## config.mk

```make
export PLATFORM = sky130hd
export DESIGN_NAME = seq_signed_divider
export DESIGN_NICKNAME = d
export VERILOG_FILES = /design/src/rtl/seq_signed_divider_pkg.sv /design/src/rtl/div_datapath_unit.sv /design/src/rtl/seq_signed_divider.sv
export SDC_FILE = /design/constraint.sdc
export NUM_CORES = 1
export LEC_CHECK = 0
export ABC_AREA = 1
export ABC_CLOCK_PERIOD_IN_PS = 2500
export BUFFER_PORTS_ARGS = -buffer_cell sky130_fd_sc_hd__clkbuf_2
export CELL_PAD_IN_SITES_DETAIL_PLACEMENT = 0
export CELL_PAD_IN_SITES_GLOBAL_PLACEMENT = 1
export CORE_MARGIN = 3
export CORE_UTILIZATION = 40
export DETAILED_ROUTE_END_ITERATION = 7
export PLACE_DENSITY_LB_ADDON = 0.1
export SETUP_SLACK_MARGIN = 0.4
export SKIP_CTS_REPAIR_TIMING = 1
export SYNTH_ARGS = -nofsm -noshare
export SYNTH_HDL_FRONTEND = slang
export SYNTH_SLANG_ARGS = --single-unit
```

## constraint.sdc

```tcl
create_clock -name clock -period 2.5 [get_ports clock]
set_clock_uncertainty 0.15 [all_clocks]
set_input_delay 0.5 -clock clock [delete_from_list [all_inputs] [get_ports clock]]
set_output_delay 0.5 -clock clock [all_outputs]
set_load 0.02 [all_outputs]
```

## src/rtl/seq_signed_divider_pkg.sv

```systemverilog
// Shared control constants for the sequential arithmetic units (divider, Booth multiplier):
// state encoding, state width, iteration-counter width and the divider result tags.
package seq_signed_divider_pkg;

  localparam int STATE_W = 2;
  localparam logic [STATE_W-1:0] S_IDLE = 2'd0;
  localparam logic [STATE_W-1:0] S_RUN  = 2'd1;
  localparam logic [STATE_W-1:0] S_FIX  = 2'd2;

  function automatic int cnt_w(input int w);
    return $clog2(w + 1);
  endfunction

  localparam int L_WORD_DEF = 4;
  localparam int CNT_W_DEF  = cnt_w(L_WORD_DEF);

  // Why S_FIX was entered: normal completion or one of the short-circuit results.
  typedef enum logic [1:0] {
    TAG_NONE = 2'd0,
    TAG_DIV0 = 2'd1,
    TAG_OVF  = 2'd2
  } tag_e;

endpackage

```

## src/rtl/div_datapath_unit.sv

```systemverilog
// Datapath of the signed divider: magnitude capture, restoring shift-subtract, sign fix and
// result registers. SEQ_DIVIDER_EARLY_EXIT_EN lets a zero dividend bypass the iterations.
module div_datapath_unit
  import seq_signed_divider_pkg::*;
#(
  parameter int l_word = 4
) (
  input  logic                  clock,
  input  logic                  reset,
  input  logic                  load_i,
  input  logic                  step_i,
  input  logic                  fix_i,
  input  tag_e                  tag_i,
  input  logic [2*l_word-1:0]   dividend_i,
  input  logic [l_word-1:0]     divisor_i,
  output logic                  div0_o,
  output logic                  early_ovf_o,
  output logic                  zero_skip_o,
  output logic [l_word-1:0]     quotient_o,
  output logic [l_word-1:0]     remainder_o,
  output logic                  div_zero_o,
  output logic                  overflow_o
);

  localparam int L  = l_word;
  localparam int DW = 2 * l_word;
  localparam logic [L:0] Q_POS_MAX = (L+1)'((1 << (L - 1)) - 1);
  localparam logic [L:0] Q_NEG_MAX = (L+1)'(1 << (L - 1));

  logic [DW-1:0] dvd_mag;
  logic [L:0]    dsr_ext, dsr_mag;

  assign dvd_mag     = dividend_i[DW-1] ? (~dividend_i + DW'(1)) : dividend_i;
  assign dsr_ext     = {divisor_i[L-1], divisor_i};
  assign dsr_mag     = divisor_i[L-1] ? (~dsr_ext + (L+1)'(1)) : dsr_ext;
  assign div0_o      = (divisor_i == '0);
  // Upper half already >= divisor means the quotient magnitude needs more than l_word bits.
  assign early_ovf_o = ({1'b0, dvd_mag[DW-1:L]} >= dsr_mag);
`ifdef SEQ_DIVIDER_EARLY_EXIT_EN
  assign zero_skip_o = (dividend_i == '0);
`else
  assign zero_skip_o = 1'b0;
`endif

  logic [DW-1:0]  rq_q, rq_d;
  logic [L:0]     dmag_q;
  logic           dvd_neg_q, q_neg_q;
  logic [L-1:0]   dvd_lo_q;
  logic [L-1:0]   quo_q, rem_q;
  logic           dz_q, ov_q;

  // One restoring step: upper l_word+1 bits of the shifted register against |divisor|.
  logic [L:0]     trial, diff;
  logic           ge;
  logic [DW-1:0]  step_rq;
  logic           unused_diff_msb;

  assign trial           = rq_q[DW-1:L-1];
  assign ge              = (trial >= dmag_q);
  assign diff            = trial - dmag_q;
  assign step_rq         = {(ge ? diff[L-1:0] : trial[L-1:0]), rq_q[L-2:0], ge};
  assign unused_diff_msb = diff[L];

  always_comb begin
    rq_d = rq_q;
    if (load_i)      rq_d = dvd_mag;
    else if (step_i) rq_d = step_rq;
  end

  logic [L-1:0] qmag, rmag, q_fix, r_fix;
  logic         q_fits;

  assign qmag   = rq_q[L-1:0];
  assign rmag   = rq_q[DW-1:L];
  assign q_fix  = q_neg_q   ? (~qmag + L'(1)) : qmag;
  assign r_fix  = dvd_neg_q ? (~rmag + L'(1)) : rmag;
  assign q_fits = q_neg_q ? ({1'b0, qmag} <= Q_NEG_MAX) : ({1'b0, qmag} <= Q_POS_MAX);

  always_ff @(posedge clock) begin
    if (reset) begin
      rq_q      <= '0;
      dmag_q    <= '0;
      dvd_neg_q <= 1'b0;
      q_neg_q   <= 1'b0;
      dvd_lo_q  <= '0;
      quo_q     <= '0;
      rem_q     <= '0;
      dz_q      <= 1'b0;
      ov_q      <= 1'b0;
    end else begin
      rq_q <= rq_d;
      if (load_i) begin
        dmag_q    <= dsr_mag;
        dvd_neg_q <= dividend_i[DW-1];
        q_neg_q   <= dividend_i[DW-1] ^ divisor_i[L-1];
        dvd_lo_q  <= dividend_i[L-1:0];
      end
      if (fix_i) begin
        case (tag_i)
          TAG_DIV0: begin
            quo_q <= '1;
            rem_q <= dvd_lo_q;
            dz_q  <= 1'b1;
            ov_q  <= 1'b0;
          end
          TAG_NONE: begin
            quo_q <= q_fits ? q_fix : '0;
            rem_q <= q_fits ? r_fix : '0;
            dz_q  <= 1'b0;
            ov_q  <= ~q_fits;
          end
          default: begin
            quo_q <= '0;
            rem_q <= '0;
            dz_q  <= 1'b0;
            ov_q  <= 1'b1;
          end
        endcase
      end
    end
  end

  assign quotient_o  = quo_q;
  assign remainder_o = rem_q;
  assign div_zero_o  = dz_q;
  assign overflow_o  = ov_q;

endmodule

```

## src/rtl/seq_signed_divider.sv

```systemverilog
// Multi-cycle signed divider (2*l_word / l_word) with start/ready handshake and done pulse.
// Build option SEQ_DIVIDER_EARLY_EXIT_EN: zero dividend finishes in 2 cycles instead of l_word+2.
module seq_signed_divider
  import seq_signed_divider_pkg::*;
#(
  parameter int l_word = 4
) (
  input  logic                clock,
  input  logic                reset,
  input  logic                start,
  input  logic [2*l_word-1:0] dividend,
  input  logic [l_word-1:0]   divisor,
  output logic [l_word-1:0]   quotient,
  output logic [l_word-1:0]   remainder,
  output logic                ready,
  output logic                done,
  output logic                div_zero,
  output logic                overflow
);

  localparam int CW = cnt_w(l_word);

  logic [STATE_W-1:0] state_q, state_d;
  logic [CW-1:0]      cnt_q, cnt_d;
  tag_e               tag_q, tag_d;
  logic               done_q, done_d;
  logic               load, step, fix;
  logic               div0, early_ovf, zero_skip;

  always_comb begin
    state_d = state_q;
    cnt_d   = cnt_q;
    tag_d   = tag_q;
    done_d  = 1'b0;
    load    = 1'b0;
    step    = 1'b0;
    fix     = 1'b0;
    case (state_q)
      S_IDLE: begin
        if (start) begin
          load  = 1'b1;
          cnt_d = CW'(l_word);
          if (div0) begin
            tag_d   = TAG_DIV0;
            state_d = S_FIX;
          end else if (early_ovf) begin
            tag_d   = TAG_OVF;
            state_d = S_FIX;
          end else begin
            tag_d   = TAG_NONE;
            state_d = zero_skip ? S_FIX : S_RUN;
          end
        end
      end
      S_RUN: begin
        step  = 1'b1;
        cnt_d = cnt_q - CW'(1);
        if (cnt_q == CW'(1)) state_d = S_FIX;
      end
      S_FIX: begin
        fix     = 1'b1;
        done_d  = 1'b1;
        state_d = S_IDLE;
      end
      default: state_d = S_IDLE;
    endcase
  end

  always_ff @(posedge clock) begin
    if (reset) begin
      state_q <= S_IDLE;
      cnt_q   <= '0;
      tag_q   <= TAG_NONE;
      done_q  <= 1'b0;
    end else begin
      state_q <= state_d;
      cnt_q   <= cnt_d;
      tag_q   <= tag_d;
      done_q  <= done_d;
    end
  end

  assign ready = (state_q == S_IDLE);
  assign done  = done_q;

  div_datapath_unit #(.l_word(l_word)) u_dp (
    .clock       (clock),
    .reset       (reset),
    .load_i      (load),
    .step_i      (step),
    .fix_i       (fix),
    .tag_i       (tag_q),
    .dividend_i  (dividend),
    .divisor_i   (divisor),
    .div0_o      (div0),
    .early_ovf_o (early_ovf),
    .zero_skip_o (zero_skip),
    .quotient_o  (quotient),
    .remainder_o (remainder),
    .div_zero_o  (div_zero),
    .overflow_o  (overflow)
  );

endmodule

```

==> results.yml <==
clock_tree:
  clkLatencyLatePin_ns: 0.29
  numCtsBuffers: 5
  clk_path_buf_depth: 2
  cts.clk_slew.worst_paths_ns: 0.08
  cts_sinks: 37
  cts_tree: "built"
  htree_levels: 2
  cts-root-buf: "clkbuf_8"
routing:
  via_per_inst: 4.890
  drc: 0
  wirelength_mm: 5.510
  wl_per_cell_um: 13.21
  vias: 2039
  drt_pass1_iterations: 4
  ant_nets: 0
  drt_first_iter_violations: 115
sta:
  rsz0062_at_grt: "yes"
  drv_slew: 0
  fin_crit_ns: 2.004
  finalCritPeriodShare: 0.8015
  finalHoldViolations: 0
  relSlewSlack: 0.6638
  finalSetupViolations: 0
  max_freq_mhz: 499.1
  tightest_slew_ns: 0.5037
  tns_ns: 0
cells_and_area:
  finalNonFillerCells: 417
  drive_gt1_frac: 0.2219
  nNetsFinal: 377
  area_growth_syn_to_layout_pct: 18.52
  antenna_cells: 0
yosys:
  synth_ff_type: "dfxtp_1"
  synth_cell_types: 36
  syn_area_mm2: 0.002243
  synth_area_leaders: "dfxtp_1 (33%), nand2_1 (11%), ha_1 (8.4%)"
  yosys.area_share.simple: 0.2699
  yosysTopAreaCell: "dfxtp_1"
  synthTopCellsByCount: "nand2_1 (67), inv_1 (50), dfxtp_1 (37), a21oi_1 (23), o21ai_0 (21)"
  synth_edf_count: 0
  avgSynthCellArea_um2: 7.099
  synth-xor-area-share: 0.03123
  synth-compound-area-share: 0.1584
  ys_seq_area_frac: 0.3302
  syn-num-nets: 347
  ys_ff_latch: 37
  synthMuxAreaShare: 0
  synth_top_area_share: 0.3302
  ys_warn_count: 0
  synth_fa_ha_area_frac: 0.09258
  netlist_instances: 316
  synth_top_family_by_area: "simple AND/OR/NAND/NOR gates"
  yosysMostFrequentCell: "nand2_1"
  async_flop_share: 0
floorplan:
  design.die.area_mm2: 0.006543
  rows: 26
  die_w_um: 80.89
  coreArea_mm2: 0.005270
  initial_core_util: 0.4257
  ios: 27
  die_height_um: 80.89
run_status:
  status: "finished, final reports clean"
placement:
  dp_hpwl_mm: 4.180
  dp_cells: 407
  gp_congestion: 0.8024
  port_buffers: 26
power_and_ir_drop:
  p_comb_frac: 0.392
  internal_power_mw: 1.301
  power_density_mw_per_mm2: 802.8
  netSwitchingFraction: 0.3904
  ir_drop_v: 0.0003640
  p_leak_nw: 1.183
  p_sw_mw: 0.8332
  p_seq_frac: 0.350
  power_frac_clock: 0.259
flow_run:
  max-cap-violations: 0
global_routing:
  grt_use_total: 0.1836
  grt_max_degree: 23
  antenna_found_initial: 0
  grt_pass1_vias: 1962
  grt_overflow: 0
  grt_pass1_wl_mm: 9.335
worst_setup_path:
  critPathRequiredTime_ns: 2.58
  setup.worst_path.start_class: "input port"
  crit_type: "input port to flip-flop"
  cp-end-kind: "flip-flop"
  critical_path_peak_fanout: 3
  reg2reg_depth: 10
  arrival_ns: 2.09
hold_path:
  holdPathStages: 2
  hp-class: "flip-flop to flip-flop"
## flip-flops by register name (all words and copies together), names as in the netlist
register          flops
u_dp.rq_q             8
u_dp.dmag_q           5
u_dp.dvd_lo_q         4
u_dp.quotient_o       4
u_dp.remainder_o      4
cnt_q                 3
state_q               2
tag_q                 2
done                  1
u_dp.div_zero_o       1
u_dp.dvd_neg_q        1
u_dp.overflow_o       1
u_dp.q_neg_q          1
## per-layer routing
| metal | vias up | GRT usage | part of all wire |
|---|---|---|---|
| met4 | 0 | 0.05574 | 0.0093 |
| met2 | 37 | 0.2857 | 0.44 |
| met3 | 5 | 0.02772 | 0.040 |
| met1 | 902 | 0.2609 | 0.51 |
| li1 | 1095 | - | - |
| met5 | - | 0 | 0 |
## critical path: stages
cell and delay [ns]:
clkbuf_2 0.12, inv_1 0.08, ha_4 0.17, nand3_1 0.10, nand2_1 0.05, nand2_1 0.07, nand2_2 0.07, ha_4 0.23
nand2_2 0.06, inv_2 0.03, o21ai_2 0.11, nand4_1 0.13, nor2_1 0.14, nand2_1 0.08, a21oi_2 0.14
## layout make-up
type / instances / area, um^2
clock buffer: 6 / 82.58
clock inverter: 2 / 37.54
fill: 552 / 2611
inverter: 57 / 216.5
multi-input combinational: 214 / 1310
sequential: 37 / 740.7
tap: 70 / 87.58
timing repair buffer: 31 / 183.9
## cell families (layout without fill, tap and decap cells)
| logic type | Yosys count | in the layout |
|---|---|---|
| and+or+nand+nor | 126 | 126 |
| buffers and inverters | 65 | 96 |
| AOI/OAI and AO/OA | 64 | 64 |
| DFF | 37 | 37 |
| adders and majority gates | 16 | 16 |
| xor gates and xnor gates | 8 | 8 |
## stage by stage
stage / setup WS (ns) / util / hold WS, ns / total power [mW] / cell area (um^2)
after global placement: 0.1158 / 0.4642 / 0.2951 / 1.563 / 2446
after global routing: 0.3444 / 0.5045 / 0.3366 / 2.316 / 2659
after CTS: 0.3945 / 0.4869 / 0.3106 / 2.117 / 2566
after floorplan: 0.4067 / - / 0.2747 / 1.376 / 2253
after detailed placement: 0.1032 / 0.4642 / 0.2997 / 1.565 / 2446
final: 0.4963 / 0.5045 / 0.3042 / 2.134 / 2659
## path summary, 6_finish.rpt
kind | slack, ns | from | to
setup reg to reg | 0.57 | u_dp.dmag_q[3] | u_dp.rq_q[4]
hold reg to reg | 0.30 | u_dp.dmag_q[4] | u_dp.dmag_q[4]
setup / recovery | 0.50 | dividend[0] | state_q[0]
hold / removal | 0.30 | u_dp.dmag_q[4] | u_dp.dmag_q[4]
## power by group through the flow
| stage | sequential (mW) | clock [mW] | combinational (mW) |
|---|---|---|---|
| after floorplan | 0.763 | 0 | 0.613 |
| after global routing | 0.760 | 0.590 | 0.966 |
| after detailed placement | 0.759 | 0 | 0.806 |
| final | 0.747 | 0.552 | 0.836 |
| after global placement | 0.757 | 0 | 0.805 |
| after CTS | 0.746 | 0.561 | 0.809 |
## layout by cell type, fill, tap and decap left out, types with 3 or more instances in the layout
master	instances
a31oi_1	8
o21ai_0	18
nand4_1	9
buf_4	5
nand3_1	17
inv_2	10
nor2_1	10
clkbuf_2	24
ha_1	12
a21oi_2	4
o21ai_2	3
nand2_1	64
nand2_2	4
nor3_1	4
nor2_4	3
xor2_1	6
o21ai_1	5
dfxtp_1	37
clkbuf_8	6
a21oi_1	21
nor2_2	5
inv_1	46
Note: power is estimated with default switching activity, not from simulation.
